## config.mk

```make
export PLATFORM = sky130hd
export DESIGN_NAME = rr_arb8_flat
export DESIGN_NICKNAME = d
export VERILOG_FILES = /design/src/rtl/rr_arb8_if.sv /design/src/rtl/rr_arb8.sv /design/src/flat_wrapper.sv
export SDC_FILE = /design/constraint.sdc
export NUM_CORES = 1
export LEC_CHECK = 0
export ABC_AREA = 1
export CORE_AREA = 2 2 125 127
export CTS_BUF_LIST = sky130_fd_sc_hd__clkbuf_2 sky130_fd_sc_hd__clkbuf_4 sky130_fd_sc_hd__clkbuf_8
export DETAILED_ROUTE_END_ITERATION = 6
export DIE_AREA = 0 0 127 129
export HOLD_SLACK_MARGIN = 0.08
export PLACE_DENSITY = 0.86
export SYNTH_ARGS = -nofsm -noshare
export SYNTH_HDL_FRONTEND = slang
export SYNTH_SLANG_ARGS = --single-unit
export TNS_END_PERCENT = 100
```

## constraint.sdc

```tcl
create_clock -name clk -period 14.4 [get_ports clk]
set_input_delay 2.88 -clock clk [delete_from_list [all_inputs] [get_ports clk]]
set_output_delay 2.88 -clock clk [all_outputs]
set_load 0.02 [all_outputs]
```

## src/rtl/rr_arb8_if.sv

```systemverilog
// Requester-side streams and the registered output stage of the eight-way arbiter.
// The arbiter uses slave; the requesters plus the consumer use master.
interface rr_arb8_if #(
  parameter int N = 32
);
  logic [8*N-1:0] in_data;
  logic [7:0]     in_valid;
  logic [7:0]     in_last;
  logic [7:0]     in_ready;
  logic [2:0]     sel;
  logic [N-1:0]   out_data;
  logic [2:0]     out_src;
  logic           out_last;
  logic           out_valid;
  logic           out_ready;

  modport slave (
    input  in_data, in_valid, in_last, out_ready,
    output in_ready, sel, out_data, out_src, out_last, out_valid
  );

  modport master (
    output in_data, in_valid, in_last, out_ready,
    input  in_ready, sel, out_data, out_src, out_last, out_valid
  );
endinterface

```

## src/rtl/rr_arb8.sv

```systemverilog
// Eight-requester round-robin arbiter with packet locking, feeding one registered output stage.
// mux8 steers the selected requester's data slice onto the shared datapath.
module mux8 #(
  parameter int N = 32
) (
  input  logic [8*N-1:0] i_data,
  input  logic [2:0]     i_sel,
  output logic [N-1:0]   o_data
);
  always_comb begin
    o_data = '0;
    for (int i = 0; i < 8; i++) begin
      if (i_sel == 3'(i)) o_data = i_data[i*N +: N];
    end
  end
endmodule

// state    | meaning
// S_IDLE   | rotating search from r_prio picks the winner
// S_LOCKED | only r_owner may transfer until it sends its last beat
module rr_arb8 #(
  parameter int N = 32
) (
  input  logic      clk,
  input  logic      rst,
  rr_arb8_if.slave  bus
);
  typedef enum logic {S_IDLE, S_LOCKED} state_t;

  state_t       r_state;
  state_t       w_state_nxt;
  logic [2:0]   r_prio;
  logic [2:0]   w_prio_nxt;
  logic [2:0]   r_owner;
  logic [2:0]   w_owner_nxt;
  logic [N-1:0] r_out_data;
  logic [2:0]   r_out_src;
  logic         r_out_last;
  logic         r_out_valid;

  logic [7:0]   w_rot;
  logic [2:0]   w_off;
  logic         w_any;
  logic [2:0]   w_idle_win;
  logic [2:0]   w_sel;
  logic         w_has;
  logic         w_free;
  logic         w_xfer;
  logic [N-1:0] w_mux_data;

  // Rotate requests so r_prio sits at bit 0, find the first set bit, rotate back.
  always_comb begin
    w_rot = '0;
    for (int k = 0; k < 8; k++) begin
      w_rot[k] = bus.in_valid[3'(k) + r_prio];
    end
    w_off = '0;
    for (int k = 7; k >= 0; k--) begin
      if (w_rot[k]) w_off = 3'(k);
    end
    w_any      = |bus.in_valid;
    w_idle_win = r_prio + w_off;
  end

  assign w_free = ~r_out_valid | bus.out_ready;

  always_comb begin
    w_state_nxt = r_state;
    w_prio_nxt  = r_prio;
    w_owner_nxt = r_owner;
    w_sel       = r_prio;
    w_has       = 1'b0;
    case (r_state)
      S_IDLE: begin
        w_has = w_any;
        w_sel = w_any ? w_idle_win : r_prio;
      end
      S_LOCKED: begin
        w_has = bus.in_valid[r_owner];
        w_sel = r_owner;
      end
      default: begin
        w_state_nxt = S_IDLE;
      end
    endcase
    w_xfer = w_has & w_free & ~rst;
    if (w_xfer) begin
      if (bus.in_last[w_sel]) begin
        w_state_nxt = S_IDLE;
        w_prio_nxt  = w_sel + 3'd1;
      end else begin
        w_state_nxt = S_LOCKED;
        w_owner_nxt = w_sel;
      end
    end
  end

  mux8 #(.N(N)) u_mux8 (
    .i_data (bus.in_data),
    .i_sel  (w_sel),
    .o_data (w_mux_data)
  );

  always_ff @(posedge clk) begin
    if (rst) begin
      r_state     <= S_IDLE;
      r_prio      <= '0;
      r_owner     <= '0;
      r_out_valid <= 1'b0;
      r_out_data  <= '0;
      r_out_src   <= '0;
      r_out_last  <= 1'b0;
    end else begin
      r_state <= w_state_nxt;
      r_prio  <= w_prio_nxt;
      r_owner <= w_owner_nxt;
      if (w_xfer) begin
        r_out_valid <= 1'b1;
        r_out_data  <= w_mux_data;
        r_out_src   <= w_sel;
        r_out_last  <= bus.in_last[w_sel];
      end else if (w_free) begin
        r_out_valid <= 1'b0;
      end
    end
  end

  assign bus.in_ready  = w_xfer ? (8'b1 << w_sel) : 8'b0;
  assign bus.sel       = w_sel;
  assign bus.out_data  = r_out_data;
  assign bus.out_src   = r_out_src;
  assign bus.out_last  = r_out_last;
  assign bus.out_valid = r_out_valid;
endmodule

```

## src/flat_wrapper.sv

```systemverilog
// flat-port wrapper written by rule: the top's interface ports become plain ports
module rr_arb8_flat 
#(
  parameter int N = 32
)
  (clk, rst, bus_in_data, bus_in_valid, bus_in_last, bus_out_ready, bus_in_ready, bus_sel, bus_out_data, bus_out_src, bus_out_last, bus_out_valid);
  rr_arb8_if #(.N(N)) bus_i ();
  input  logic clk;
  input  logic rst;
  input wire logic [$bits(bus_i.in_data)-1:0] bus_in_data;
  input wire logic [$bits(bus_i.in_valid)-1:0] bus_in_valid;
  input wire logic [$bits(bus_i.in_last)-1:0] bus_in_last;
  input wire logic [$bits(bus_i.out_ready)-1:0] bus_out_ready;
  output wire logic [$bits(bus_i.in_ready)-1:0] bus_in_ready;
  output wire logic [$bits(bus_i.sel)-1:0] bus_sel;
  output wire logic [$bits(bus_i.out_data)-1:0] bus_out_data;
  output wire logic [$bits(bus_i.out_src)-1:0] bus_out_src;
  output wire logic [$bits(bus_i.out_last)-1:0] bus_out_last;
  output wire logic [$bits(bus_i.out_valid)-1:0] bus_out_valid;
  assign bus_i.in_data = bus_in_data;
  assign bus_i.in_valid = bus_in_valid;
  assign bus_i.in_last = bus_in_last;
  assign bus_i.out_ready = bus_out_ready;
  assign bus_in_ready = bus_i.in_ready;
  assign bus_sel = bus_i.sel;
  assign bus_out_data = bus_i.out_data;
  assign bus_out_src = bus_i.out_src;
  assign bus_out_last = bus_i.out_last;
  assign bus_out_valid = bus_i.out_valid;
  rr_arb8 #(.N(N)) u_core (.clk(clk), .rst(rst), .bus(bus_i));
endmodule
```

==> impl_metrics.yaml, run 1 <==
outcome:
  status: "finished, final reports clean"
pwr:
  powerDensity_mw_per_mm2: 193
  p_leak_nw: 4.61
  p_switching_mw: 1.06
  p_comb_share_pct: 85.4
  swShare_pct: 60.3
  p_total_mw: 1.75
  ir_worst_vdd_mv: 0.159
  power.internal_uw: 696
  clockPowerShare_pct: 4.7
  seqPwrFrac_pct: 9.9
grt:
  grt_util_all_layers_pct: 29.5
  grt_pass1_wl_um: 38000
  grt_pass1_vias: 7319
  antenna_found_initial: 1
  grt_max_degree: 55
  grt-ovfl-total: 0
yosys:
  netlist_area_mm2: 0.00577
  yosys_warnings: 0
  synthXorXnorAreaFrac_pct: 0.910
  ys_ff_latch: 44
  synth_adder_area_share_pct: 2.30
  synthMuxAreaShare_pct: 0
  async_flop_share_pct: 0
  syn_inst: 1148
  synth_compound_area_share_pct: 16.4
  synth-main-ff-cell: "dfxtp_1"
  synth_nets: 1433
  synth_top_family_by_area: "simple AND/OR/NAND/NOR gates"
  synth.yosys.seq_area_share_pct: 15.3
  synth.avg_cell_area_um2: 5.03
  synth-edff-count: 0
  synthSimpleGateAreaFrac_pct: 45.9
  synth.distinct_cells: 35
sta:
  worst_slew_pin_slew_ns: 1.11
  hold_viol: 0
  slew_viol_final: 0
  report.final.setup_viol: 0
  tns_ns: 0
  finalCritPeriodShare_pct: 77.8
  worst_clock_skew_ns: 0.0159
  min_period_ns: 11.20
  clock.fmax_ghz: 0.0893
  slew_headroom_pct: 25.6
  rsz0062_at_grt: "no"
clock_network:
  cts_resized: 0
  cts_hold_buffers: 0
  cts_buffers: 5
  cts.path.max_buffers: 2
  postCtsSetupBuffers: 0
  cts_sinks: 44
  cts-root-buf: "clkbuf_8"
  clk_pin_slew_ns: 0.10
  cts_htree_levels: 2
  cts_tree: "built"
  clock_latency_ns: 0.31
floorplanning:
  rows: 45
  start_util_pct: 38.5
  core_mm2: 0.0150
  dieArea_mm2: 0.0164
  die_x_um: 127
  ios: 323
  die_h_um: 129
worst_hold_path:
  min_path_type: "reg2reg"
worst_setup_path:
  critPathRequiredTime_ns: 11.52
  critical_path_arrival_ns: 8.32
  crit_fanout: 45
  critPathKind: "in2out"
  startpoint_type: "primary input"
  cp-end-kind: "output port"
route:
  dr.pass1.iters: 6
  routed-via-count: 7973
  routed_wl_um: 25000
  wl_per_cell_um: 15.5
  drc: 0
  drtAntennaViolNets: 0
  drt_iter0_drc: 543
  via_per_inst: 4.96
job:
  drv_cap: 0
placed_design:
  io_buffers: 322
  gp_congestion: 1.01
  dp_hpwl_um: 20000
layout:
  fin_util_pct: 60.6
  fin_nets: 1702
  area_delta_synth_final_pct: 57.1
  drive_above_1_share_pct: 2.33
## critical path, stage by stage
cell	delay, ns
clkdlybuf4s50_1	0.49
nand2_1	0.13
nand3_1	0.11
nand3_1	0.10
nand2_1	0.09
a31oi_1	0.15
o21ai_0	0.10
nand2_1	0.07
a21boi_0	0.10
ha_1	0.24
fa_1	0.42
nand3_1	0.12
nand4_1	0.11
nand3_2	0.50
nand2_4	0.49
inv_2	0.27
ha_1	0.69
clkinv_1	0.15
buf_4	0.29
nor2_1	0.17
clkdlybuf4s50_1	0.62
## cell usage after synthesis, types with 4 or more instances
cell type	number	area (µm²)
a21oi_1	66	330
inv_1	198	743
o21ai_0	46	230
nand4_1	34	213
inv_2	6	22.5
nand3_1	82	410
nand2_1	410	1540
a22o_1	21	184
ha_1	9	113
nor2_1	111	417
clkbuf_1	36	135
dfxtp_1	44	881
o21ai_1	20	100
buf_4	6	45.0
buf_2	22	110
o211ai_1	4	30.0
## area by class of cell
cell class,instances,area (µm²)
Timing Repair Buffer,332,3300
Inverter,207,777
Antenna cell,1,2.50
Fill cell,1423,5910
Clock buffer,5,68.8
Tap cell,188,235
Multi-Input combinational cell,827,3780
Sequential cell,44,881
Clock inverter,3,21.3
## path summary, 6_finish.rpt
check | slack (ns) | cells past startpoint | start | to
worst max-delay path | 3.20 | 21 | bus_in_valid[4] | bus_in_ready[3]
worst min-delay path | 0.47 | 2 | u_core.bus.out_data[4] | u_core.bus.out_data[4]
worst max register to register | 8.16 | 28 | u_core.r_prio[0] | u_core.bus.out_data[24]
worst min register to register | 0.47 | 2 | u_core.bus.out_data[4] | u_core.bus.out_data[4]
## kinds of logic after synthesis
| family | after synthesis |
|---|---|
| buffers and inverters | 277 |
| adder cells (fa/ha/maj) | 10 |
| XOR/XNOR | 6 |
| AND/OR/NAND/NOR | 645 |
| AO/OA/AOI/OAI | 166 |
| flip-flops | 44 |
## placed cells by master, fill, tap and decap left out
cell / netlist / routed
nand2_1: 410 / 409
nand4_1: 34 / 34
a32o_1: 1 / 1
nor2_1: 111 / 111
inv_6: 0 / 1
clkinvlp_4: 0 / 1
nand2_4: 1 / 1
buf_4: 6 / 10
nor2_2: 2 / 2
a21oi_2: 1 / 1
clkdlybuf4s50_1: 0 / 322
o31ai_1: 2 / 2
a31oi_1: 1 / 1
o21ai_1: 20 / 20
clkinv_2: 0 / 1
a21boi_0: 1 / 1
or4_1: 1 / 1
o21a_1: 2 / 2
a22o_1: 21 / 21
nand2_2: 0 / 1
clkbuf_8: 0 / 5
diode_2: 0 / 1
fa_1: 1 / 1
a21oi_1: 66 / 66
clkinv_1: 3 / 2
inv_1: 198 / 198
xnor2_1: 3 / 3
nor3_1: 2 / 2
nand3_2: 1 / 1
o211ai_1: 4 / 4
a22oi_1: 1 / 1
nor2_8: 1 / 1
ha_2: 0 / 1
o21ai_0: 46 / 46
dfxtp_1: 44 / 44
inv_2: 6 / 7
ha_1: 9 / 8
nand3_1: 82 / 82
xor2_1: 3 / 3
## flip-flops by register name, summed over array words and instances, names as in the netlist
name / flops
u_core.bus.out_src: 3
u_core.bus.out_valid: 1
u_core.bus.out_last: 1
u_core.r_owner: 3
u_core.r_state: 1
u_core.r_prio: 3
u_core.bus.out_data: 32
## stage by stage
step	setup WS [ns]	instances	hold slack (ns)	instance area (µm²)
after global placement	3.40	1598	0.454	8980
final	3.20	1607	0.473	9070
after detailed placement	3.28	1598	0.457	8980
after global routing	2.80	1607	0.484	9070
after floorplan	5.63	1148	0.468	5770
after CTS	3.26	1606	0.472	9070
## layer usage
layer / share of wire, % / track usage (%)
met4: 4.1 / 11.2
met1: 36 / 32.9
met3: 8.4 / 6.03
met2: 51 / 55.2
met5: 0 / 0
## power groups by stage
| stage | sequential, mW | clock, mW | combinational (mW) |
|---|---|---|---|
| floorplan | 0.189 | 0 | 1.01 |
| global placement | 0.175 | 0 | 1.48 |
| detailed placement | 0.175 | 0 | 1.49 |
| CTS | 0.173 | 0.0853 | 1.50 |
| global route | 0.177 | 0.0899 | 1.68 |
| finish | 0.173 | 0.0832 | 1.50 |
(Power assumes the default switching activity.)
==> inputs of run 2 (changes only) <==
--- a/config.mk
+++ b/config.mk
@@ -6,12 +6,12 @@
 export NUM_CORES = 1
 export LEC_CHECK = 0
 export ABC_AREA = 1
-export CORE_AREA = 2 2 125 127
+export CORE_AREA = 2 2 126 128
 export CTS_BUF_LIST = sky130_fd_sc_hd__clkbuf_2 sky130_fd_sc_hd__clkbuf_4 sky130_fd_sc_hd__clkbuf_8
 export DETAILED_ROUTE_END_ITERATION = 6
-export DIE_AREA = 0 0 127 129
+export DIE_AREA = 0 0 128 130
 export HOLD_SLACK_MARGIN = 0.08
-export PLACE_DENSITY = 0.86
+export PLACE_DENSITY = 0.85
 export SYNTH_ARGS = -nofsm -noshare
 export SYNTH_HDL_FRONTEND = slang
 export SYNTH_SLANG_ARGS = --single-unit
==> constraint.sdc (replaced) <==
create_clock -name clk -period 11.7 [get_ports clk]
set_input_delay 2.34 -clock clk [delete_from_list [all_inputs] [get_ports clk]]
set_output_delay 2.34 -clock clk [all_outputs]
set_load 0.02 [all_outputs]
==> run 2 against run 1 <==
Sequential share of layout area is essentially flat. Sequential power grew 23%. Largest power group unchanged. Critical path depth shrank 3. Routed wire length shrank 0.28%. Count of clock-buffer cells in the layout is the same. Largest cell class unchanged. First-iteration DRC count grew 22%. Combinational power grew 23%.
==> impl_metrics.yaml, run 2 (same netlist as run 1, synthesis figures left out) <==
sta:
  finalCritPeriodShare_pct: 84.5
  slew_headroom_pct: 15.1
  slew_viol_final: 0
  report.final.setup_viol: 0
  min_period_ns: 9.88
  clock.fmax_ghz: 0.101
  worst_slew_pin_slew_ns: 1.27
  worst_clock_skew_ns: 0.00799
  tns_ns: 0
  rsz0062_at_grt: "no"
  hold_viol: 0
layout:
  fin_nets: 1703
  area_delta_synth_final_pct: 57.7
  layout_common_cells: "nand2_1 (410), clkdlybuf4s50_1 (322), inv_1 (198)"
  final_common_cell: "nand2_1"
  diodes: 0
  largest_register_ffs: 32
  drive_above_1_share_pct: 2.26
  fin_util_pct: 59.0
grt:
  antenna_found_initial: 0
  grt_pass1_wl_um: 37200
  grt_pass1_vias: 7229
  grt-ovfl-total: 0
  grt_max_degree: 54
  grt_util_all_layers_pct: 28.7
route:
  drtAntennaViolNets: 0
  routed-via-count: 8018
  via_per_inst: 4.98
  drc: 0
  routed_wl_um: 24900
  wl_per_cell_um: 15.5
  drt_iter0_drc: 665
  dr.pass1.iters: 7
worst_hold_path:
  holdPathEnd: "u_core.bus.out_data[11]"
  holdPathStages: 2
  min_path_type: "reg2reg"
  min_from: "u_core.bus.out_data[11]"
worst_setup_path:
  critPathKind: "in2out"
  critical_path_arrival_ns: 7.54
  crit_fanout: 45
  critPathRequiredTime_ns: 9.36
  r2r-end: "u_core.bus.out_data[20]"
  r2r-start: "u_core.r_prio[0]"
  startpoint_type: "primary input"
  cp-end-kind: "output port"
  regToRegSetupSlack_ns: 5.48
  crit_start: "bus_in_valid[7]"
  r2r_cells: 28
floorplanning:
  ios: 323
  core_mm2: 0.0154
  rows: 46
  die_h_um: 130
  die_x_um: 128
  start_util_pct: 37.4
  dieArea_mm2: 0.0166
placed_design:
  dp_hpwl_um: 19800
  gp_congestion: 0.989
  io_buffers: 322
clock_network:
  clock_latency_ns: 0.32
  cts_resized: 0
  cts.path.max_buffers: 2
  cts_htree_levels: 2
  postCtsSetupBuffers: 0
  clk_pin_slew_ns: 0.10
  cts_tree: "built"
  cts_sinks: 44
  cts-root-buf: "clkbuf_8"
  cts_buffers: 5
  cts_hold_buffers: 0
pwr:
  powerDensity_mw_per_mm2: 240
  ir_worst_vdd_mv: 0.153
  p_leak_nw: 4.62
job:
  drv_cap: 0
outcome:
  status: "finished, final reports clean"
==> run 2: per-layer routing <==
metal / vias up / part of all wire [%] / track usage [%]
li1: 4079 / - / -
met5: - / 0 / 0
met2: 426 / 51 / 53.2
met3: 59 / 8.5 / 5.33
met1: 3454 / 37 / 32.9
met4: 0 / 3.8 / 10.3
==> run 2: power by group <==
| part | switching [mW] | internal (mW) |
|---|---|---|
| clock | 0.0648 | 0.0645 |
| combinational | 1.21 | 0.632 |
| sequential | 0.0280 | 0.184 |
| total | 1.31 | 0.880 |
==> run 2: through the flow <==
stage	cell area [µm²]	hold WS (ns)	std cells	total power, mW	setup WS (ns)
2_1_floorplan	5770	0.468	1148	1.48	4.01
3_3_place_gp	8990	0.454	1603	2.03	1.90
3_5_place_dp	8990	0.457	1603	2.06	1.87
4_1_cts	9100	0.472	1611	2.20	1.85
5_1_grt	9100	0.489	1611	2.42	1.39
6_report	9100	0.475	1611	2.19	1.82
==> run 2: worst max-delay path, cell delays in order <==
cell and delay [ns]:
clkdlybuf4s50_1 0.55, nand2_1 0.09, nand3_1 0.14, nand3_1 0.10, a31oi_1 0.18, o21ai_0 0.09
nand2_1 0.06, a21boi_0 0.08, ha_1 0.23, fa_1 0.41, nand3_1 0.12, nand4_1 0.11
nand3_2 0.50, nand2_4 0.44, nor2_2 0.80, inv_2 0.47, nor2_1 0.18, clkdlybuf4s50_1 0.62
==> run 2: area by class of cell <==
cell class	count	area [µm²]
Clock buffer	5	68.8
Clock inverter	3	46.3
Fill cell	1487	6320
Inverter	207	777
Multi-Input combinational cell	827	3780
Sequential cell	44	881
Tap cell	192	240
Timing Repair Buffer	333	3310
==> run 2: how the worst max path moves through the flow <==
stage               cells after the start              end  slack, ns
floorplan                              18  bus_in_ready[5]       4.01
global placement                       18  bus_in_ready[2]       1.90
detailed placement                     18  bus_in_ready[2]       1.87
CTS                                    18  bus_in_ready[2]       1.85
global route                           18  bus_in_ready[2]       1.39
finish                                 18  bus_in_ready[2]       1.82
